===== src/rtl/frame_reader.sv =====
// rtl/frame_reader.sv - raster-order reader of multi_solver results onto a pixel stream
// Optional build macro PALETTE_EN selects a 16-entry colour lookup for pix_data.
module frame_reader #(
  parameter int NUM_SOLVERS = 1,
  parameter int WIDTH       = 640,
  parameter int HEIGHT      = 480
) (
  input  logic        clock,
  input  logic        reset,
  input  logic        start,
  input  logic        solvers_done,
  output logic [5:0]  rd_solver_id,
  output logic [18:0] rd_addr,
  input  logic [3:0]  rd_data_in,
  output logic        pix_valid,
  input  logic        pix_ready,
  output logic [7:0]  pix_data,
  output logic [9:0]  pix_x,
  output logic [8:0]  pix_y,
  output logic        pix_sof,
  output logic        pix_eol,
  output logic        busy,
  output logic        frame_done
);

  localparam logic [5:0] ID_LAST = 6'(NUM_SOLVERS - 1);
  localparam logic [9:0] X_LAST  = 10'(WIDTH - 1);
  localparam logic [8:0] Y_LAST  = 9'(HEIGHT - 1);

  typedef enum logic [2:0] {
    S_IDLE,
    S_ISSUE,
    S_WAIT,
    S_CAPTURE,
    S_PRESENT,
    S_DONE
  } state_t;

  state_t      state;
  state_t      state_next;
  logic        pending;
  logic [9:0]  x;
  logic [8:0]  y;
  logic [5:0]  id;
  logic [18:0] addr;
  logic [7:0]  pix_value;

  logic go;
  logic abort;
  logic accept;
  logic last_pix;
  logic capture;
  logic advance;
  logic clear_cnt;

  // Read address is the live counter pair; it only moves on accept, so it stays
  // stable across ISSUE, WAIT and CAPTURE as multi_solver's output mux requires.
  assign rd_solver_id = id;
  assign rd_addr      = addr;
  assign busy         = (state != S_IDLE);

  assign go        = (start | pending) & solvers_done;
  assign abort     = (state != S_IDLE) & ~solvers_done;
  assign last_pix  = (x == X_LAST) & (y == Y_LAST);
  assign accept    = (state == S_PRESENT) & pix_ready & ~abort;
  assign capture   = (state == S_CAPTURE) & ~abort;
  assign advance   = accept & ~last_pix;
  assign clear_cnt = abort | (state == S_DONE) | (accept & last_pix);

`ifdef PALETTE_EN
  always_comb begin
    pix_value = {rd_data_in, 4'hF};
    if (rd_data_in == 4'hF) begin
      pix_value = 8'h00;
    end
  end
`else
  assign pix_value = {{4{rd_data_in[3]}}, rd_data_in};
`endif

  always_ff @(posedge clock) begin
    if (!reset) begin
      state <= S_IDLE;
    end else begin
      state <= state_next;
    end
  end

  always_comb begin
    state_next = state;
    case (state)
      S_IDLE:    if (go) state_next = S_ISSUE;
      S_ISSUE:   state_next = S_WAIT;
      S_WAIT:    state_next = S_CAPTURE;
      S_CAPTURE: state_next = S_PRESENT;
      S_PRESENT: if (pix_ready) state_next = last_pix ? S_DONE : S_ISSUE;
      S_DONE:    state_next = S_IDLE;
      default:   state_next = S_IDLE;
    endcase
    if (abort) begin
      state_next = S_IDLE;
    end
  end

  always_ff @(posedge clock) begin
    if (!reset) begin
      pending    <= 1'b0;
      x          <= '0;
      y          <= '0;
      id         <= '0;
      addr       <= '0;
      pix_valid  <= 1'b0;
      pix_data   <= '0;
      pix_x      <= '0;
      pix_y      <= '0;
      pix_sof    <= 1'b0;
      pix_eol    <= 1'b0;
      frame_done <= 1'b0;
    end else begin
      frame_done <= 1'b0;
      // A start seen while the solvers are still running is remembered until done.
      if (state == S_IDLE) begin
        pending <= (start | pending) & ~solvers_done;
      end else begin
        pending <= 1'b0;
      end

      if (clear_cnt) begin
        x    <= '0;
        y    <= '0;
        id   <= '0;
        addr <= '0;
      end else if (advance) begin
        if (id == ID_LAST) begin
          id   <= '0;
          addr <= addr + 19'd1;
        end else begin
          id <= id + 6'd1;
        end
        if (x == X_LAST) begin
          x <= '0;
          y <= y + 9'd1;
        end else begin
          x <= x + 10'd1;
        end
      end

      if (abort) begin
        pix_valid <= 1'b0;
      end else if (capture) begin
        pix_valid <= 1'b1;
        pix_data  <= pix_value;
        pix_x     <= x;
        pix_y     <= y;
        pix_sof   <= (x == '0) & (y == '0);
        pix_eol   <= (x == X_LAST);
      end else if (accept) begin
        pix_valid <= 1'b0;
        if (last_pix) begin
          frame_done <= 1'b1;
        end
      end
    end
  end

endmodule


===== config.mk =====
export PLATFORM = sky130hd
export DESIGN_NAME = frame_reader
export DESIGN_NICKNAME = d
export VERILOG_FILES = /design/src/rtl/frame_reader.sv
export SDC_FILE = /design/constraint.sdc
export NUM_CORES = 1
export LEC_CHECK = 0
export ABC_AREA = 0
export CORE_UTILIZATION = 47
export CTS_CLUSTER_DIAMETER = 100
export DETAILED_ROUTE_END_ITERATION = 6
export PLACE_DENSITY_LB_ADDON = 0.3
export REMOVE_ABC_BUFFERS = 1
export SKIP_CTS_REPAIR_TIMING = 1
export SLEW_MARGIN = 0
export SYNTH_ARGS = -nofsm -noshare
export SYNTH_HDL_FRONTEND = slang
export SYNTH_SLANG_ARGS = --single-unit

===== constraint.sdc =====
create_clock -name clock -period 2.14 [get_ports clock]
set_input_delay 0.214 -clock clock [delete_from_list [all_inputs] [get_ports clock]]
set_output_delay 0.214 -clock clock [all_outputs]
set_load 0.05 [all_outputs]

* Word-level counts from Yosys, hierarchy flattened
Index checks and enable logic that the tools add are counted.
Word-level totals: input bits 9, memories 0, latch bits 0, output and inout bits 57, memory bits (read-only) 0, RAM bits 0, flip-flop bits (word level) 75, logic and storage cells 67
Cells by class: reductions and logical operators 14, add/subtract/negate cells 4, shift operators 0, equality and inequality tests 9, bitwise gates (word level) 18, div/mod/pow operators 0, $lt $le $gt $ge 0, multipliers 0, multiplexer cells 9
Operators with widths (number):
- adder 19 x 1 -> 19 bit, second input constant | 1
- one-hot mux 3 bit (5 select lines) | 1
- adder 10 x 1 -> 10 bit, second input constant | 1
- AND 1 bit | 10
- == test 10 bit, second input constant | 1
- zero test 10 bit | 1
- 2-to-1 mux 10 bit | 1
- AND reduction 2 bit | 5
- adder 9 x 1 -> 9 bit, second input constant | 1
- == test 9 bit, second input constant | 1
- zero test 9 bit | 1
- 2-to-1 mux 3 bit | 3
- adder 6 x 1 -> 6 bit, second input constant | 1
- == test 3 x 2 -> 1 bit, second input constant | 2
- == test 3 bit, second input constant | 2
- zero test 6 bit | 1
- 2-to-1 mux 6 bit | 1
- inverter 1 bit | 5
- inequality test 2 bit, second input constant | 2
- OR reduction 2 bit | 2
- OR reduction 4 bit | 1
- == test 3 x 1 -> 1 bit, second input constant | 1
- zero test 3 bit | 1
- 2-to-1 mux 1 bit | 3
- 3 further kinds | 5

* Depth between registers and ports, before layout
depth after elaboration 7, mapped depth 8, mapped depth without buffers 6

* Least setup slack after synthesis
No wires, ideal clock.
path type register -> register, from register y[0], to register addr[3] (netlist: rd_addr[3]), buffers on the path 2, stages on the path, launching flop included 9, setup slack -2 ps, arrival time 2025 ps, clock period less this slack 2142 ps, library setup time 118 ps, data required time 2022 ps, cells stage by stage dfxtp_1 -> ha_1 -> nand4_2 -> or4_4 -> buf_6 -> o2111ai_4 -> buf_6 -> xor2_1 -> nor2_1
On the way: longest elaborated chain between the ends 5, elaborated cells on any way between the ends 8, those cells by class 1 x eq/ne; 5 x bitwise; 2 x reduce/logical
RTL lines:
- start: declaration | RTL line 43 | logic [8:0] y;
- start signal: assignment | RTL line 142 | y <= y + 9'd1;
- == test 9 bit * | RTL line 64 | assign last_pix = (x == X_LAST) & (y == Y_LAST);
- AND 1 bit * | RTL line 64
- AND 1 bit / inverter 1 bit (equally long branches) | RTL line 68, 67
- bitwise OR 1 bit / AND 1 bit (equally long branches) | RTL line 68, 67
- OR reduction 2 bit (no source line) / AND reduction 2 bit (equally long branches)
- end signal: assignment | RTL line 136 | addr <= addr + 19'd1;
- end: declaration | RTL line 45 | logic [18:0] addr;
Every way passes the cells marked *; elsewhere a longest branch is shown, timed or not. A chain may end at the register's enable or synchronous reset.

* Worst setup path in the final report
from register id[5] (netlist: rd_solver_id[5]), to register addr[11] (netlist: rd_addr[11])
On the way: longest elaborated chain between the ends 2
RTL lines:
- start: declaration | RTL line 44 | logic [5:0] id;
- start signal: assignment | RTL line 138 | id <= id + 6'd1;
- zero test 6 bit | RTL line 134 | if (id == ID_LAST) begin
- AND reduction 2 bit (no source line)
No other way between the ends.

==> results.py <==
metrics = {
    "place": {
        "place_inst": 590,
        "dpl.hpwl_um": 6010,
        "numPortBuffers": 65,
        "globalplace.congestion": 0.883,
        "place_area_um2": 4420,
    },
    "synth": {
        "yosys-top-cells-area": "dfxtp_1, nand2_1, a21oi_1",
        "synth.distinct_cells": 51,
        "synth-edff-count": 0,
        "ys_seq_area_frac": 0.427,
        "ys.flop_type": "dfxtp_1",
        "avgSynthCellArea_um2": 8.43,
        "synth_top_area_cell": "dfxtp_1",
        "synth_warnings": 0,
        "async_reset_ff_frac": 0,
        "ys_ff_latch": 75,
        "synth_top_area_share": 0.427,
        "synthCells": 417,
        "syn_area_um2": 3510,
    },
    "clock_network": {
        "cts_root_buf": "clkbuf_8",
        "clkSinkCount": 75,
        "insertion_delay_ps": 350,
        "cts_max_level": 3,
        "cts_buffers": 9,
        "clockBufferDepth": 2,
        "cts_tree": "yes",
        "cts.reportedPaths.clkPinSlew_ps": 90,
    },
    "cells_and_area": {
        "fillerInstances": 623,
        "seqCellArea_um2": 1500,
        "final_cell_mix": "dfxtp_1, nand2_1, clkdlybuf4s50_1, a21oi_1, nor2_1",
        "drive_above_1_share": 0.140,
        "syn2layout_area_growth_pct": 34.2,
        "layout.nets": 519,
        "final_common_cell": "dfxtp_1",
        "multiInputGateArea_um2": 1890,
        "stdcell_count": 607,
        "stdcell_area_um2": 4720,
        "antenna-diode-count": 0,
    },
    "flow_run": {
        "maxCapViolations": 0,
    },
    "sta": {
        "period_share": 0.994,
        "tns_ps": 0,
        "worst_pin_slew_ps": 521,
        "relSlewSlack": 0.644,
        "drv_slew": 0,
        "clock.fmax_mhz": 470,
        "setup_violations": 0,
        "hold_viol": 0,
        "fin_crit_ps": 2130,
        "skew_ps": 10.7,
    },
    "detailed_routing": {
        "drc_errors": 2,
        "vias_per_cell": 5.56,
        "firstDrtPassIters": 6,
        "wl_per_cell_um": 14.0,
        "totalWireLength_um": 8500,
        "ant_nets": 0,
        "drt_iter0_markers": 183,
        "vias": 3375,
    },
    "pwr": {
        "power.density_nw_per_um2": 575,
        "ir_drop_mv": 0.364,
        "p_leak_nw": 1.58,
    },
    "worst_hold_path": {
        "hp-class": "in2reg",
        "min-delay-start": "rd_data_in[1]",
    },
    "global_route": {
        "grt_util_all_layers": 0.230,
        "grt_antenna_before_repair": 0,
        "grt_overflow_total": 0,
        "grt_max_degree": 35,
        "grt_pass1_wl_um": 14000,
        "grt_pass1_vias": 2998,
    },
    "floorplanning": {
        "initial_core_util": 0.485,
        "die_y_um": 88.5,
        "die_area_um2": 7830,
        "core_area_um2": 7250,
        "top_level_ports": 66,
        "dieWidth_um": 88.5,
        "std_cell_rows": 31,
    },
    "worst_setup_path": {
        "end_kind": "flop",
        "crit_arrival_ps": 2410,
        "reg2reg_from": "rd_solver_id[5]$_SDFFE_PP0N_",
        "worst_setup_path_start_kind": "flop",
        "cp-startpoint": "rd_solver_id[5]$_SDFFE_PP0N_",
        "cp.required_ps": 2430,
        "rrSetupSlack_ps": 10,
        "cp_max_fo": 15,
        "worstSetupPathType": "reg2reg",
    },
    "outcome": {
        "violations": "DRC",
        "outcome": "finished with violations",
    },
}
worst paths after layout:
check / end / cells after the start
min reg2reg: pix_y[2]$_SDFFE_PN0P_ / 2
min: pix_data[1]$_SDFFE_PN0P_ / 3
max: rd_addr[11]$_SDFFE_PP0P_ / 6
max reg2reg: rd_addr[11]$_SDFFE_PP0P_ / 6
critical path, cell delays in order, from the launching register on:
cell,delay (ps)
dfxtp_1,320
nor4_1,370
and2_1,430
o2111ai_4,190
buf_12,190
or4_1,420
a21oi_2,140
stage by stage:
step	total power, W	worst slack [ps]	hold WS (ps)	utilization
5_1_grt	0.00280	-107	415	0.650
2_1_floorplan	0.00147	-378	292	-
6_report	0.00271	12.7	408	0.650
3_3_place_gp	0.00152	29.1	441	0.609
3_5_place_dp	0.00152	-38.5	447	0.609
4_1_cts	0.00273	26.9	397	0.640
cell families (layout without fill, tap and decap cells):
kind of cell | count (synthesis) | count (layout) | share of synthesized area
fa+ha+maj | 7 | 7 | 0.0249
xor+xnor | 23 | 23 | 0.0573
flops | 75 | 75 | 0.427
buf+inv | 36 | 127 | 0.0495
simple gates | 191 | 191 | 0.281
compound gates | 83 | 83 | 0.155
mux | 2 | 2 | 0.00570
layout make-up:
cell class / instances / share of cell area
clock buffer: 9 / 0.0263
tap: 99 / 0.0263
timing repair buffer: 98 / 0.197
clock inverter: 7 / 0.0212
multi-input combinational: 306 / 0.400
sequential: 75 / 0.319
inverter: 13 / 0.0103
cells in the mapped netlist (2+ instances only):
cell,count
dfxtp_1,75
nand2_1,66
a21oi_1,43
nor2_1,38
nand3_1,16
xnor2_1,15
nor4_1,13
clkbuf_1,12
inv_1,12
nand4_1,9
or3_1,8
xor2_1,8
ha_1,7
nor3_1,7
o31ai_1,7
or4_1,7
a21oi_2,5
and3_1,5
buf_4,5
o21ai_1,5
and4_1,4
buf_2,4
o21ai_0,4
a211oi_1,3
and2_1,3
nand2b_1,3
o211ai_1,3
a2111oi_0,2
buf_6,2
mux2i_1,2
o2111ai_1,2
o211ai_2,2
or4_4,2
report_power, final:
part / switching (W) / internal, W / total [W]
Sequential: 0.00000409 / 0.00140 / 0.00140
Combinational: 0.0000524 / 0.0000339 / 0.0000863
Clock: 0.000560 / 0.000665 / 0.00122
Total: 0.000616 / 0.00210 / 0.00271
per-layer routing:
layer,track usage,share of wire,up-vias
met5,0,0,-
met4,0.0982,0.024,0
met3,0.0522,0.047,19
met2,0.373,0.48,102
met1,0.293,0.45,1599
li1,-,-,1655
sequential cells by signal, summed over array words and instances (netlist names):
| name | flops |
|---|---|
| pix_data | 4 |
| pix_y | 9 |
| rd_addr | 19 |
| pix_sof | 1 |
| pending | 1 |
| y | 9 |
| state | 3 |
| x | 10 |
| pix_valid | 1 |
| frame_done | 1 |
| pix_eol | 1 |
| pix_x | 10 |
| rd_solver_id | 6 |
Power figures use the tool's default switching activity.
